--- config.mk ---
export PLATFORM = sky130hd
export DESIGN_NAME = blink_timer
export DESIGN_NICKNAME = d
export VERILOG_FILES = /design/src/rtl/blink_timer.sv
export SDC_FILE = /design/constraint.sdc
export NUM_CORES = 1
export LEC_CHECK = 0
export BUFFER_PORTS_ARGS = -buffer_cell sky130_fd_sc_hd__buf_2
export CAP_MARGIN = 20
export CORE_MARGIN = 8
export CORE_UTILIZATION = 30
export DETAILED_ROUTE_END_ITERATION = 10
export GPL_ROUTABILITY_DRIVEN = 0
export PLACE_DENSITY = 0.55
export SLEW_MARGIN = 10
export SYNTH_ARGS = -nofsm -noshare
export SYNTH_HDL_FRONTEND = slang
export SYNTH_SLANG_ARGS = --single-unit
--- constraint.sdc ---
create_clock -name clk -period 3.7 [get_ports clk]
set_clock_uncertainty 0.2 [all_clocks]
set_input_delay 0.74 -clock clk [delete_from_list [all_inputs] [get_ports clk]]
set_output_delay 0.74 -clock clk [all_outputs]
set_load 0.02 [all_outputs]
--- src/rtl/blink_timer.sv ---
// blink_timer: LED blinker driven by a base-tick prescaler and a one-hot rate select.
// Optional BLINK_TIMER_PHASE_RESTART_EN: a rate change restarts the current interval.
module blink_timer #(
  parameter int unsigned CLK_PER_TICK = 6250000
) (
  input  logic       clk,
  input  logic       rst,
  input  logic       enable,
  input  logic [9:0] rate_sel,
  output logic       led,
  output logic       toggle,
  output logic       tick
);

  localparam int unsigned PW = $clog2(CLK_PER_TICK);
  localparam logic [PW-1:0] PRE_MAX = PW'(CLK_PER_TICK - 1);

  typedef enum logic [9:0] {
    RATE_8S    = 10'h100,
    RATE_4S    = 10'h080,
    RATE_2S    = 10'h040,
    RATE_1S    = 10'h020,
    RATE_500MS = 10'h010,
    RATE_250MS = 10'h008,
    RATE_125MS = 10'h004
  } rate_e;

  rate_e         rate_q;
  logic [PW-1:0] presc;
  logic [5:0]    period;
  logic [5:0]    n_m1;
  logic [6:0]    hot;
  logic          rate_ok;
  logic          wrap;
  logic          restart;
  logic          tick_q;
  logic          toggle_q;

  // Exactly one of bits 2..8 set, everything else clear.
  assign hot     = rate_sel[8:2];
  assign rate_ok = (rate_sel[1:0] == 2'b00) && !rate_sel[9] &&
                   (hot != '0) && ((hot & (hot - 7'd1)) == '0);

`ifdef BLINK_TIMER_PHASE_RESTART_EN
  assign restart = rate_ok && (rate_sel != rate_q);
`else
  assign restart = 1'b0;
`endif

  assign wrap = enable && (presc == PRE_MAX);

  always_comb begin
    n_m1 = 6'd7;
    case (rate_q)
      RATE_8S:    n_m1 = 6'd63;
      RATE_4S:    n_m1 = 6'd31;
      RATE_2S:    n_m1 = 6'd15;
      RATE_1S:    n_m1 = 6'd7;
      RATE_500MS: n_m1 = 6'd3;
      RATE_250MS: n_m1 = 6'd1;
      RATE_125MS: n_m1 = 6'd0;
      default:    n_m1 = 6'd7;
    endcase
  end

  always_ff @(posedge clk or negedge rst) begin
    if (!rst) begin
      rate_q   <= RATE_1S;
      presc    <= '0;
      period   <= '0;
      led      <= 1'b0;
      tick_q   <= 1'b0;
      toggle_q <= 1'b0;
    end else begin
      tick_q   <= wrap;
      toggle_q <= 1'b0;
      if (rate_ok) begin
        rate_q <= rate_e'(rate_sel);
      end
      if (restart) begin
        presc  <= '0;
        period <= '0;
      end else if (enable) begin
        presc <= wrap ? '0 : presc + PW'(1);
        // >= rather than == so a switch to a shorter interval toggles at the next wrap.
        if (wrap) begin
          if (period >= n_m1) begin
            period   <= '0;
            led      <= ~led;
            toggle_q <= 1'b1;
          end else begin
            period <= period + 6'd1;
          end
        end
      end
    end
  end

  // Strobes are forced low while frozen.
  assign tick   = tick_q & enable;
  assign toggle = toggle_q & enable;

endmodule

### Yosys cells after proc, flatten, opt, wreduce, memory -nomap -nowiden

Cells that the tools add are included.

* output and inout port bits: 3
* word-level logic and storage cells: 37
* memory bits (read-only): 0
* memories kept: 0
* bits in writable memories: 0
* bits in registers: 42
* bits in latches: 0

* $add $sub $neg: 3
* shift operators: 0
* order comparisons: 1
* divide/modulo/power cells: 0
* mux-type cells: 6
* bitwise gates (word level): 4
* eq/ne operators: 7
* multipliers: 0
* reductions and logical operators: 10

Operator list (count)
* $pmux 6 s6: 1
* $add 23x1->23 const B: 1
* $eq 23x23->1 const B: 1
* $mux 23: 1
* $eq 10x3->1 const B: 1
* $eq 10x4->1 const B: 1
* $eq 10x5->1 const B: 1
* $eq 10x7->1 const B: 1
* $eq 10x8->1 const B: 1
* $eq 10x9->1 const B: 1
* $and 7x7->7: 1
* $logic_not 7->1: 1
* $reduce_bool 7->1: 1
* $sub 7x1->7 const B: 1
* $add 6x1->6 const B: 1
* $ge 6x6->1: 1
* $mux 6: 1
* $logic_and 1x1->1: 4
* $mux 1: 3
* $reduce_and 3->1: 1
* $and 1x1->1: 2
* $logic_not 2->1: 1
* $reduce_and 2->1: 1
* $logic_not 1->1: 1
* $not 1->1: 1

### Logic depth before layout (Yosys ltp)

* depth after elaboration: 6
* mapped depth: 10
* depth with buffers taken out: 10

### Worst setup path after synthesis

OpenSTA, ideal clock, no wires.

* path kind: flip-flop to flip-flop
* from: register rate_q[1]
* to: register period[0]
* data arrival time: 2.880 ns
* required time: 3.375 ns
* period minus slack after synthesis: 3.204 ns
* stages on the path, launching flop included: 11
* setup slack: 0.496 ns
* buffers on the path: 0
* cell sequence: dfrtp_1 -> or4_1 -> nor3_1 -> nand2b_1 -> or4b_1 -> ha_1 -> nand2b_1 -> a21oi_1 -> o21ai_0 -> nor2_1 -> mux2_2

* cells in the longest elaborated chain, start to end: 4
* elaborated cells between the ends (all ways): 9
* classes of those cells: order compare: 1; eq/ne: 6; mux: 2

RTL lines
* start, declared: RTL line 28 `rate_e rate_q;`
* start signal, assigned: RTL line 78 `rate_q <= rate_e'(rate_sel);`
* $eq 10x3->1 (tied with other cells): RTL line 54 `case (rate_q)`
* $pmux 6 s6 (*): RTL line 54
* $ge 6x6->1 (*): RTL line 87 `if (period >= n_m1) begin`
* $mux 6 (*): RTL line 87
* end signal, assigned: RTL line 92 `period <= period + 6'd1;`
* end, declared: RTL line 30 `logic [5:0] period;`

Every way passes the cells marked *; elsewhere a longest branch is shown, timed or not.
A chain may end at the register's enable or synchronous reset.

### Final worst setup path

Ends and elaborated chain as after synthesis.

==> flow_summary.ini <==
[run_status]
status = finished, final reports clean

[placed_design]
io_buffers = 15
place_ws_ns = 0.409
hpwl_mm = 2.87

[power_and_ir_drop]
vdd_drop_max_mv = 0.118
power_density_mw_per_mm2 = 389
power_uw = 957
leakagePower_uw = 0.00113

[min_path]
hold_class = reg -> reg
min_delay_path_depth = 1
min_from = led
min_to = led

[synth]
synthTopCellsByCount = dfrtp_1, nor2_1, nand3_1, o21ai_0, xnor2_1
synth_mux_area_frac = 0.0454
postSynthCellCount = 210
yosysMostFrequentCell = dfrtp_1
syn-cell-area_mm2 = 0.00220
synth-seq-cells = 42
synth_edf_count = 0
synth_ff_type = dfrtp_1
synth_top_cell_area_share = 0.465
async_flop_share = 1.00
syn_area_per_cell_um2 = 10.5
yosys.cell_types.count = 43
synth_fa_ha_area_frac = 0.0454
ys_warn_count = 0
synthTopCellsByArea = dfrtp_1, xnor2_1, ha_1
yosysTopAreaCell = dfrtp_1
synth_compound_gate_area_share = 0.0919
yosys.area_share.simple = 0.230
synth_top_family_by_area = simple AND/OR/NAND/NOR gates
synth_xor_area_frac = 0.0874
yosysSeqAreaShare = 0.477
syn-num-nets = 231

[route]
first_iter_violations = 77
dr.pass1.iters = 4
antenna_left = 0
wl_per_cell_um = 11.8
wirelength_mm = 3.86
vias_per_cell = 4.65
vias = 1525
drcViolationCount = 0

[sta]
tightest_slew_ns = 0.923
fin_hold_ws_ns = 0.260
clock.fmax_mhz = 303
setup_viol = 0
drv_slew = 0
fin_setup_tns_ns = 0
period_share = 0.893
relSlewSlack = 0.384
worst_slack_ns = 0.396
fin_crit_ns = 3.30
hold_viol = 0
grt_setup_unrepaired = no

[clock_tree]
cts_buffers = 5
cts.reportedPaths.clkPinSlew_ns = 0.07
cts_tree = built
h-tree-depth = 2
cts_num_sinks = 42
cts-root-buf = clkbuf_8
postCtsSetupBuffers = 0
cts_hold_buf = 0
cts_resized = 0
cts_buffer_depth = 2
clock_latency_ns = 0.29

[flow_run]
cap_violations = 0

[global_route]
antenna_found_initial = 0
grt_use_total = 0.0847
grt_pass1_wl_mm = 6.99
grt_max_degree = 43
gr-total-overflow = 0
grt_pass1_vias = 1524

[setup_path]
crit_cells = 10
cp.required_ns = 3.73
path_delay_family = simple AND/OR/NAND/NOR gates
ff2ff_path_depth = 10
crit_chain = or4_1 > or4_1 > or3_1 > ha_1 > o21a_1 > a21oi_1 > o21ai_0 > buf_4 > nor2_1 > mux2_2
arrival_ns = 3.34
timing.critical_path.mode_cell = or4_1
cp_slowest_cell = or4_1
crit_path_end_kind = flop
critical_path_class = reg -> reg
crit_path_max_incr_delay_ns = 0.54
r2r_slack_ns = 0.40
path_buf_inv = 1
r2r-start = rate_q[1]
critical_path.max_fanout = 7
startpoint_type = flop
worstReg2RegEnd = period[0]

[finish]
antenna_cells = 0
area_growth_pct = 11.6
drive_gt1_frac = 0.170
fill_cells = 726
finish.net_count = 250

[floorplan]
die_w_um = 102
rows = 31
fp.dieArea_mm2 = 0.0103
initial_core_util = 0.307
core_mm2 = 0.00718
die_h_um = 102
pin_count = 16
==> per-layer routing <==
metal	vias up	track usage	routed length (um)	share of wire
li1	794	-	-	-
met5	-	0	0	0
met2	25	0.121	1550	0.40
met3	5	0.0268	160	0.041
met1	701	0.115	2080	0.54
met4	0	0.0344	72	0.019
==> sequential cells by signal (all words and copies together), names as in the netlist <==
register and count:
toggle_q 1, led 1, rate_q 10, period 6
tick_q 1, presc 23
==> how the worst max path moves through the flow <==
stage | to | start | slack (ns)
global placement | period[0] | rate_q[1] | 0.45
CTS | period[0] | rate_q[1] | 0.40
floorplan | period[0] | rate_q[1] | 0.50
detailed placement | period[0] | rate_q[1] | 0.41
finish | period[0] | rate_q[1] | 0.40
global route | period[0] | rate_q[1] | 0.17
==> cell usage in the layout, fill, tap and decap left out, types with 5 or more instances in the layout <==
cell type and n:
nor3_1 6, nand3_1 13, clkbuf_8 5, dfrtp_1 41, xor2_1 9, o21ai_0 13, nor2b_1 6, xnor2_1 13
buf_2 15, nand2_1 10, nand4_1 7, nor2_1 18, inv_1 6, mux2_2 8, ha_1 8
==> metrics by stage <==
stage               instance area, um2   util  std cells
floorplan                         2200      -        210
global placement                  2380  0.332        321
detailed placement                2380  0.332        321
CTS                               2460  0.343        328
global route                      2460  0.343        328
finish                            2460  0.343        328
==> kinds of logic (layout without fill, tap and decap cells) <==
| logic type | Yosys count | after routing |
|---|---|---|
| buf+inv | 10 | 29 |
| fa+ha+maj | 8 | 8 |
| simple gates | 90 | 90 |
| mux | 9 | 9 |
| compound gates | 29 | 29 |
| flops | 42 | 42 |
| xor+xnor | 22 | 22 |
==> layout make-up <==
class / instances / area, um2 / share of cell area
well taps: 99 / 124 / 0.0504
repair buffers: 16 / 82.6 / 0.0336
clock buffers: 7 / 76.3 / 0.0310
inverters: 6 / 22.5 / 0.00916
flip-flops and latches: 42 / 1050 / 0.428
multi-input cells: 158 / 1100 / 0.448
==> report_power, final <==
part / switching [uW] / total, uW / internal (uW)
Sequential: 49.3 / 547 / 497
Clock: 147 / 277 / 130
Combinational: 62.1 / 134 / 71.6
Total: 258 / 957 / 699
Power figures use the tool's default switching activity.
